--- src/rtl/scp_containment_ctrl.sv ---
// SCP containment game controller: tracks per-colour run lengths on the light
// inputs, escalates/decays an alert level and traps light-toggling cheats.
module scp_containment_ctrl #(
    parameter int LEVELS     = 3,
    parameter int TIMER_W    = 6,
    parameter int T_YELLOW   = 10,
    parameter int T_RED      = 3,
    parameter int T_GREEN    = 20,
    parameter int T_BREACH   = 30,
    parameter int CHEAT_MIN  = 3,
    parameter int CHEAT_N    = 4,
    parameter int CHEAT_HOLD = 8
) (
    input  logic                         clock,
    input  logic                         reset,
    input  logic                         green,
    input  logic                         yellow,
    input  logic                         red,
    output logic [LEVELS-1:0]            alarm,
    output logic [$clog2(LEVELS+1)-1:0]  level,
    output logic [2:0]                   state,
    output logic [TIMER_W-1:0]           timer,
    output logic                         cheat_out
);

    localparam int LW = $clog2(LEVELS + 1);
    localparam int CW = $clog2(CHEAT_N + 1);

    localparam logic [TIMER_W-1:0] TY    = TIMER_W'(T_YELLOW);
    localparam logic [TIMER_W-1:0] TR    = TIMER_W'(T_RED);
    localparam logic [TIMER_W-1:0] TG    = TIMER_W'(T_GREEN);
    localparam logic [TIMER_W-1:0] TB    = TIMER_W'(T_BREACH);
    localparam logic [TIMER_W-1:0] TMIN  = TIMER_W'(CHEAT_MIN);
    localparam logic [TIMER_W-1:0] THOLD = TIMER_W'(CHEAT_HOLD);
    localparam logic [TIMER_W-1:0] TMAX  = {TIMER_W{1'b1}};
    localparam logic [LW-1:0]      LMAX  = LW'(LEVELS);
    localparam logic [CW-1:0]      CN    = CW'(CHEAT_N);

    typedef enum logic [1:0] {DARK, GREEN, YELLOW, RED} colour_t;
    typedef enum logic [2:0] {CALM = 3'd0, ALERT = 3'd1, BREACH = 3'd2, CHEAT = 3'd3} state_t;

    state_t               state_q, state_n;
    colour_t              prev_q, prev_n, colour;
    logic [LW-1:0]        level_q, level_n;
    logic [TIMER_W-1:0]   timer_q, timer_n, tn;
    logic [CW-1:0]        cnt_q, cnt_n;
    logic [LEVELS-1:0]    alarm_q, alarm_n;
    logic                 cheat_q, cheat_n;
    logic                 esc, dec;

    function automatic state_t lvl_state(input logic [LW-1:0] l);
        if (l == '0)
            return CALM;
        else if (l == LMAX)
            return BREACH;
        else
            return ALERT;
    endfunction

    always_comb begin
        colour  = DARK;
        state_n = state_q;
        prev_n  = prev_q;
        level_n = level_q;
        timer_n = timer_q;
        cnt_n   = cnt_q;
        tn      = '0;
        esc     = 1'b0;
        dec     = 1'b0;

        if (red)
            colour = RED;
        else if (yellow)
            colour = YELLOW;
        else if (green)
            colour = GREEN;

        if (state_q == CHEAT) begin
            // Inputs are ignored; the hold ends on the edge the count would hit 0.
            if (timer_q <= TIMER_W'(1)) begin
                timer_n = '0;
                prev_n  = DARK;
                cnt_n   = '0;
                state_n = lvl_state(level_q);
            end else begin
                timer_n = timer_q - TIMER_W'(1);
            end
        end else begin
            if (colour != prev_q) begin
                tn = (colour == DARK) ? '0 : TIMER_W'(1);
                if (prev_q != DARK && timer_q < TMIN)
                    cnt_n = cnt_q + CW'(1);
                else
                    cnt_n = '0;
            end else if (colour == DARK) begin
                tn = '0;
            end else begin
                tn = (timer_q == TMAX) ? timer_q : timer_q + TIMER_W'(1);
            end

            esc = (colour == YELLOW && tn == TY) || (colour == RED && tn == TR);
            dec = (colour == GREEN) && (level_q != '0) &&
                  (level_q == LMAX ? (tn == TB) : (tn == TG));

            timer_n = tn;
            if (esc) begin
                level_n = (level_q == LMAX) ? level_q : level_q + LW'(1);
                timer_n = '0;
                cnt_n   = '0;
            end else if (dec) begin
                level_n = level_q - LW'(1);
                timer_n = '0;
                cnt_n   = '0;
            end

            prev_n  = colour;
            state_n = lvl_state(level_n);
            if (cnt_n == CN) begin
                state_n = CHEAT;
                timer_n = THOLD;
            end
        end

        cheat_n = (state_n == CHEAT);
    end

    for (genvar i = 0; i < LEVELS; i++) begin : g_alarm
        assign alarm_n[i] = (level_n > LW'(i));
    end

    always_ff @(posedge clock) begin
        if (reset) begin
            state_q <= CALM;
            prev_q  <= DARK;
            level_q <= '0;
            timer_q <= '0;
            cnt_q   <= '0;
            alarm_q <= '0;
            cheat_q <= 1'b0;
        end else begin
            state_q <= state_n;
            prev_q  <= prev_n;
            level_q <= level_n;
            timer_q <= timer_n;
            cnt_q   <= cnt_n;
            alarm_q <= alarm_n;
            cheat_q <= cheat_n;
        end
    end

    assign alarm     = alarm_q;
    assign level     = level_q;
    assign state     = state_q;
    assign timer     = timer_q;
    assign cheat_out = cheat_q;

endmodule

--- config.mk ---
export PLATFORM = sky130hd
export DESIGN_NAME = scp_containment_ctrl
export DESIGN_NICKNAME = d
export VERILOG_FILES = /design/src/rtl/scp_containment_ctrl.sv
export SDC_FILE = /design/constraint.sdc
export NUM_CORES = 1
export LEC_CHECK = 0
export CORE_MARGIN = 2
export CORE_UTILIZATION = 56
export DETAILED_ROUTE_END_ITERATION = 12
export GPL_TIMING_DRIVEN = 0
export PLACE_DENSITY_LB_ADDON = 0.25
export SLEW_MARGIN = 25
export SYNTH_ARGS = -nofsm -noshare
export SYNTH_HDL_FRONTEND = slang
export SYNTH_SLANG_ARGS = --single-unit
--- constraint.sdc ---
create_clock -name clock -period 3.24 [get_ports clock]
set_input_delay 0.324 -clock clock [delete_from_list [all_inputs] [get_ports clock]]
set_output_delay 0.324 -clock clock [all_outputs]
set_load 0.1 [all_outputs]
== Word level (Yosys, flattened, before mapping) ==
Index checks and enable logic that the tools add are counted.

* $add $sub $neg: 5
* $mul: 0
* Divide/modulo/power cells: 0
* Order comparisons: 5
* Equal/unequal tests: 15
* Shift operators: 0
* Muxes and demuxes: 35
* Bitwise logic cells: 0
* Reductions and logical operators: 11

{| class="wikitable"
|+ Operators by type and width
! operator !! count
|-
| 2-to-1 mux 6 bit || 9
|-
| 2-to-1 mux 3 bit || 10
|-
| 2-to-1 mux 2 bit || 13
|-
| equality test 6 x 5 -> 1 bit (second input constant) || 2
|-
| equality test 2 bit (second input constant) || 4
|-
| adder 6 x 1 -> 6 bit (second input constant) || 1
|-
| equality test 3 x 2 -> 1 bit (second input constant) || 2
|-
| equality test 6 x 2 -> 1 bit (second input constant) || 1
|-
| equality test 6 x 4 -> 1 bit (second input constant) || 1
|-
| equality test 6 bit (second input constant) || 1
|-
| <= comparator 6 x 1 -> 1 bit (second input constant) || 1
|-
| zero test 2 bit || 3
|-
| less-than comparator 6 x 2 -> 1 bit (second input constant) || 1
|-
| subtractor 6 x 1 -> 6 bit (second input constant) || 1
|-
| logical AND 1 bit || 5
|-
| greater-than comparator 2 x 1 -> 1 bit (second input constant) || 2
|-
| nonzero test 2 bit || 2
|-
| adder 3 x 1 -> 3 bit (second input constant) || 1
|-
| equality test 3 bit (second input constant) || 1
|-
| 2-to-1 mux 1 bit || 3
|-
| adder 2 x 1 -> 2 bit (second input constant) || 1
|-
| equality test 2 x 1 -> 1 bit (second input constant) || 1
|-
| greater-than comparator 2 bit (second input constant) || 1
|-
| != test 2 x 1 -> 1 bit (second input constant) || 1
|-
| 3 further kinds || 3
|}

* Register bits: 20
* Latch bits: 0
* RAM bits: 0
* Memory bits (read-only): 0
* Logic and storage cells: 78
* Memories kept: 0

== Depth between registers and ports, before layout ==
* Depth after elaboration: 19
* Mapped depth: 13
* Depth with buffers taken out: 12

== Worst setup path after synthesis ==
Ideal clock, no wire load.

* Kind: flip-flop to flip-flop
* From: reg timer_q[1] (netlist: timer[1])
* To: reg cheat_q (netlist: cheat_out)
* Setup time: 0.086 ns
* Data arrival time: 3.644 ns
* Required time: 3.154 ns
* Slack: -0.490 ns
* Stages on the path, launching flop included: 12
* Buffers on the path: 1
* Clock period less this slack: 3.730 ns
* Cells stage by stage: dfxtp_1 ha_1 buf_4 and3_1 a31oi_1 or4_4 a311oi_4 xnor2_1 a21o_1 ha_1 a21oi_1 a211oi_1

* Word-level cells in the longest chain between the ends: 17
* Elaborated cells between the ends (all ways): 35
* Those cells by class: add/sub: 1; order compare: 2; eq/ne: 8; mux: 18; reduce/logical: 6

{| class="wikitable"
|+ RTL lines
! what !! RTL line !! RTL
|-
| start, declared || 45 || <nowiki>logic [TIMER_W-1:0] timer_q, timer_n, tn;</nowiki>
|-
| start signal, assigned || 144 || <nowiki>timer_q <= timer_n;</nowiki>
|-
| adder 6 x 1 -> 6 bit / equality test 6 bit (equally long branches) || 98 || <nowiki>tn = (timer_q == TMAX) ? timer_q : timer_q + TIMER_W'(1);</nowiki>
|-
| 2-to-1 mux 6 bit || 98 ||
|-
| 2-to-1 mux 6 bit || 95 || <nowiki>end else if (colour == DARK) begin</nowiki>
|-
| 2-to-1 mux 6 bit || 89 || <nowiki>if (colour != prev_q) begin</nowiki>
|-
| 2-to-1 mux 6 bit || 78 || <nowiki>if (state_q == CHEAT) begin</nowiki>
|-
| equality test 6 x 5 -> 1 bit || 103 || <nowiki>(level_q == LMAX ? (tn == TB) : (tn == TG));</nowiki>
|-
| 2-to-1 mux 1 bit || 103 ||
|-
| logical AND 1 bit || 102 || <nowiki>dec = (colour == GREEN) && (level_q != '0) &&</nowiki>
|-
| 2-to-1 mux 2 bit || 110 || <nowiki>end else if (dec) begin</nowiki>
|-
| 2-to-1 mux 2 bit || 106 || <nowiki>if (esc) begin</nowiki>
|-
| 2-to-1 mux 2 bit || 78 ||
|-
| equality test 2 bit || 54 || <nowiki>else if (l == LMAX)</nowiki>
|-
| 2-to-1 mux 2 bit || 54 ||
|-
| 2-to-1 mux 2 bit || 52 || <nowiki>if (l == '0)</nowiki>
|-
| 2-to-1 mux 3 bit || 118 || <nowiki>if (cnt_n == CN) begin</nowiki>
|-
| 2-to-1 mux 3 bit (*) || 78 ||
|-
| equality test 3 x 2 -> 1 bit (*) || 124 || <nowiki>cheat_n = (state_n == CHEAT);</nowiki>
|-
| end signal, assigned || 147 || <nowiki>cheat_q <= cheat_n;</nowiki>
|-
| end, declared || 48 || <nowiki>logic cheat_q, cheat_n;</nowiki>
|}

Every way passes the cells marked *; elsewhere a longest branch is shown, timed or not. The select of a mux whose other input is x is not followed.
A chain may end at the register's enable or synchronous reset.

== Worst setup path after layout ==
* From: in yellow
* To: reg timer_q[0] (netlist: timer[0])

* Word-level cells in the longest chain between the ends: 15
* Elaborated cells between the ends (all ways): 30
* Those cells by class: eq/ne: 9; mux: 15; reduce/logical: 6

{| class="wikitable"
|+ RTL lines
! what !! RTL line !! RTL
|-
| start, declared || 17 || <nowiki>input logic yellow,</nowiki>
|-
| 2-to-1 mux 2 bit (*) || 73 || <nowiki>else if (yellow)</nowiki>
|-
| 2-to-1 mux 2 bit (*) || 71 || <nowiki>if (red)</nowiki>
|-
| zero test 2 bit || 90, 95 ||
|-
| 2-to-1 mux 6 bit / 2-to-1 mux 1 bit (equally long branches) || 95, 90 ||
|-
| 2-to-1 mux 6 bit || 89 ||
|-
| 2-to-1 mux 6 bit || 78 ||
|-
| equality test 6 x 5 -> 1 bit || 103 ||
|-
| 2-to-1 mux 1 bit || 103 ||
|-
| logical AND 1 bit || 102 ||
|-
| 2-to-1 mux 3 bit || 110 ||
|-
| 2-to-1 mux 3 bit || 106 ||
|-
| 2-to-1 mux 3 bit || 78 ||
|-
| equality test 3 bit || 118 ||
|-
| 2-to-1 mux 6 bit (*) || 118 ||
|-
| 2-to-1 mux 6 bit (*) || 78 ||
|}

Marked as above.

==> flow_metrics.tcl <==
set metrics [dict create \
    outcome "completed" \
    worstPathMaxFanout 9 \
    vdd_drop_max_mv 0.2620 \
    cts.sinks 20 \
    overflow 0 \
    max_freq_mhz 324.3 \
    synth-main-ff-cell "dfxtp_1" \
    synth.top_cells.by_area "dfxtp_1 24%, ha_1 6.8%, nor2_1 4.5%, nand2_1 4.3%, a21oi_1 3.6%" \
    fin_nets 256 \
    setup_viol 0 \
    leakage_nw 0.7833 \
    wl_microns 4629 \
    fin_area_sq_um 2051 \
    power_per_cell_area_nw_per_um2 271.2 \
    hold_class "input pin to register" \
    clkTransAtPathRegs_ns 0.12 \
    gp_congestion 0.9101 \
    io_buffers 18 \
    drc_errors 0 \
    placementRows 19 \
    cts_buffer_depth 2 \
    dr.pass1.iters 7 \
    dieHeight_microns 58.41 \
    grt_pass1_wl_microns 7424 \
    core_area_sq_um 2781 \
    cpMaxStageDelayCell "or4b_4" \
    wire_per_inst_microns 17.02 \
    vias 1864 \
    numCtsBuffers 3 \
    hold_viol_final 0 \
    synthCells 210 \
    period_share_pct 95.16 \
    worstPathCellList "clkdlybuf4s50_1 -> or4b_4 -> a211oi_4 -> o311ai_4 -> a311oi_4 -> buf_4 -> nor2_2 -> or4_1 -> a21oi_1" \
    synth_async_sr_flop_share_pct 0 \
    placed_cell_area_sq_um 1896 \
    yosys-top-cells-count "20 x dfxtp_1, 20 x nor2_1, 19 x nand2_1" \
    synth_edf_count 0 \
    cp.required_ns 3.48 \
    preCtsSetupSlack_ns -0.3255 \
    cp-end-kind "register" \
    slew_viol_final 0 \
    tightest_slew_ns 0.9959 \
    maxCapViolCount 0 \
    worst_slack_ns 0.1569 \
    slew_headroom_pct 33.40 \
    dpl.hpwl_microns 3351 \
    fp.dieW_microns 58.41 \
    route.antenna.remaining_nets 0 \
    cts-htree-levels 1 \
    yosysUniqueCellTypes 63 \
    cts_tree "built" \
    finalCriticalPeriod_ns 3.083 \
    finalClockSkew_ns 0.008300 \
    grt_pass1_vias 1666 \
    grt_max_degree 12 \
    final_layout_size_suffix_gt1_share_pct 22.82 \
    synth_top_area_share_pct 24.15 \
    synth_seq_cells 20 \
    synth.cell_area_sq_um 1658 \
    die-area_sq_um 3412 \
    crit_path_start_kind "input pin" \
    grt_use_total_pct 28.00 \
    ys_warn_count 0 \
    antenna_found_initial 0 \
    root_buffer "clkbuf_4" \
    cpLargestDelayFamily "simple AND/OR/NAND/NOR gates" \
    clk_latency_ns 0.31 \
    dp_cells 259 \
    io_pins 20 \
    diodes 0 \
    start_util_pct 59.60 \
    synth.avg_cell_area_sq_um 7.894 \
    stdcell_count 272 \
    path_buf_inv 2 \
    synthToLayoutAreaGrowth_pct 23.70 \
    viasPerCell 6.853 \
    ys_seq_area_share_pct 24.15 \
    synth_top_cell_by_area "dfxtp_1" \
    arrival_ns 3.33 \
    initialDrtViolationCount 151 \
    crit_type "input pin to register" \
    slowest_delay_ns 0.60 \
    synth_nets 224 \
]
cell type report:
cell class	instances	area, sq um
Buffer	12	83.83
Multi-Input combinational cell	169	1191
Sequential cell	20	419.2
Fill cell	207	730.7
Tap cell	31	38.79
Inverter	9	33.78
Clock buffer	4	36.28
Timing Repair Buffer	27	247.7
report_power, final:
group	total (W)	internal, W	leakage [nW]	switching [W]
clock	0.000152	0.0000687	0.0210	0.0000830
sequential	0.000261	0.000252	0.167	0.00000891
combinational	0.000144	0.0000525	0.595	0.0000912
cells in the final DEF, fill, tap and decap left out, drive strengths merged, types with 9 or more instances in the layout:
cell            n
nor2           21
dfxtp          20
nand2          19
buf            19
clkdlybuf4s50  18
a21oi          14
o21ai          10
nand3           9
a31oi           9
ha              9
inv             9
stage by stage:
stage | hold slack (ns) | setup TNS (ns) | utilization (%) | total power, W
after floorplan | 0.4734 | 0 | - | 0.0003662
after global placement | 0.4930 | -0.8016 | 68.15 | 0.0003949
after detailed placement | 0.5024 | -0.8453 | 68.15 | 0.0003994
after CTS | 0.2282 | 0 | 69.64 | 0.0005465
after global routing | 0.2522 | -0.007593 | 73.73 | 0.0005730
final | 0.2376 | 0 | 73.73 | 0.0005561
cell families (layout without fill, tap and decap cells):
group | after synthesis | count (layout) | synth area share (%)
other cells | 1 | 1 | 0.2262
mux | 1 | 1 | 0.6038
flops | 20 | 20 | 24.15
fa+ha+maj | 9 | 9 | 6.793
xor+xnor | 7 | 7 | 3.698
buf+inv | 21 | 52 | 6.717
simple gates | 89 | 89 | 29.59
compound gates | 62 | 62 | 28.23
flip-flops by register name, indices dropped and copies added, names as in the netlist:
register and count:
state 3, cheat_out 1, level 2, alarm 3
timer 6, prev_q 2, cnt_q 3
routing by layer:
metal / track usage, % / routed length (microns)
met3: 4.396 / 460
met5: 0 / 0
met2: 45.26 / 2174
met1: 37.52 / 1913
met4: 10.63 / 80
worst paths after layout:
check | from | end | slack [ns] | cells past startpoint
max reg2reg | timer[0] | timer[0] | 0.16 | 11
min | reset | alarm[0] | 0.24 | 2
min reg2reg | cnt_q[2] | cnt_q[2] | 0.52 | 2
max | yellow | timer[0] | 0.16 | 9
timing repair:
| action | 4_1_cts | 5_1_grt |
|---|---|---|
| hold buffers | 0 | 0 |
| setup endpoints to repair | 1 | 4 |
| pin swaps | 1 | 7 |
| setup buffers | 0 | 9 |
| gates resized for setup | 1 | 14 |
No activity file was read; power rests on OpenSTA's default activity.
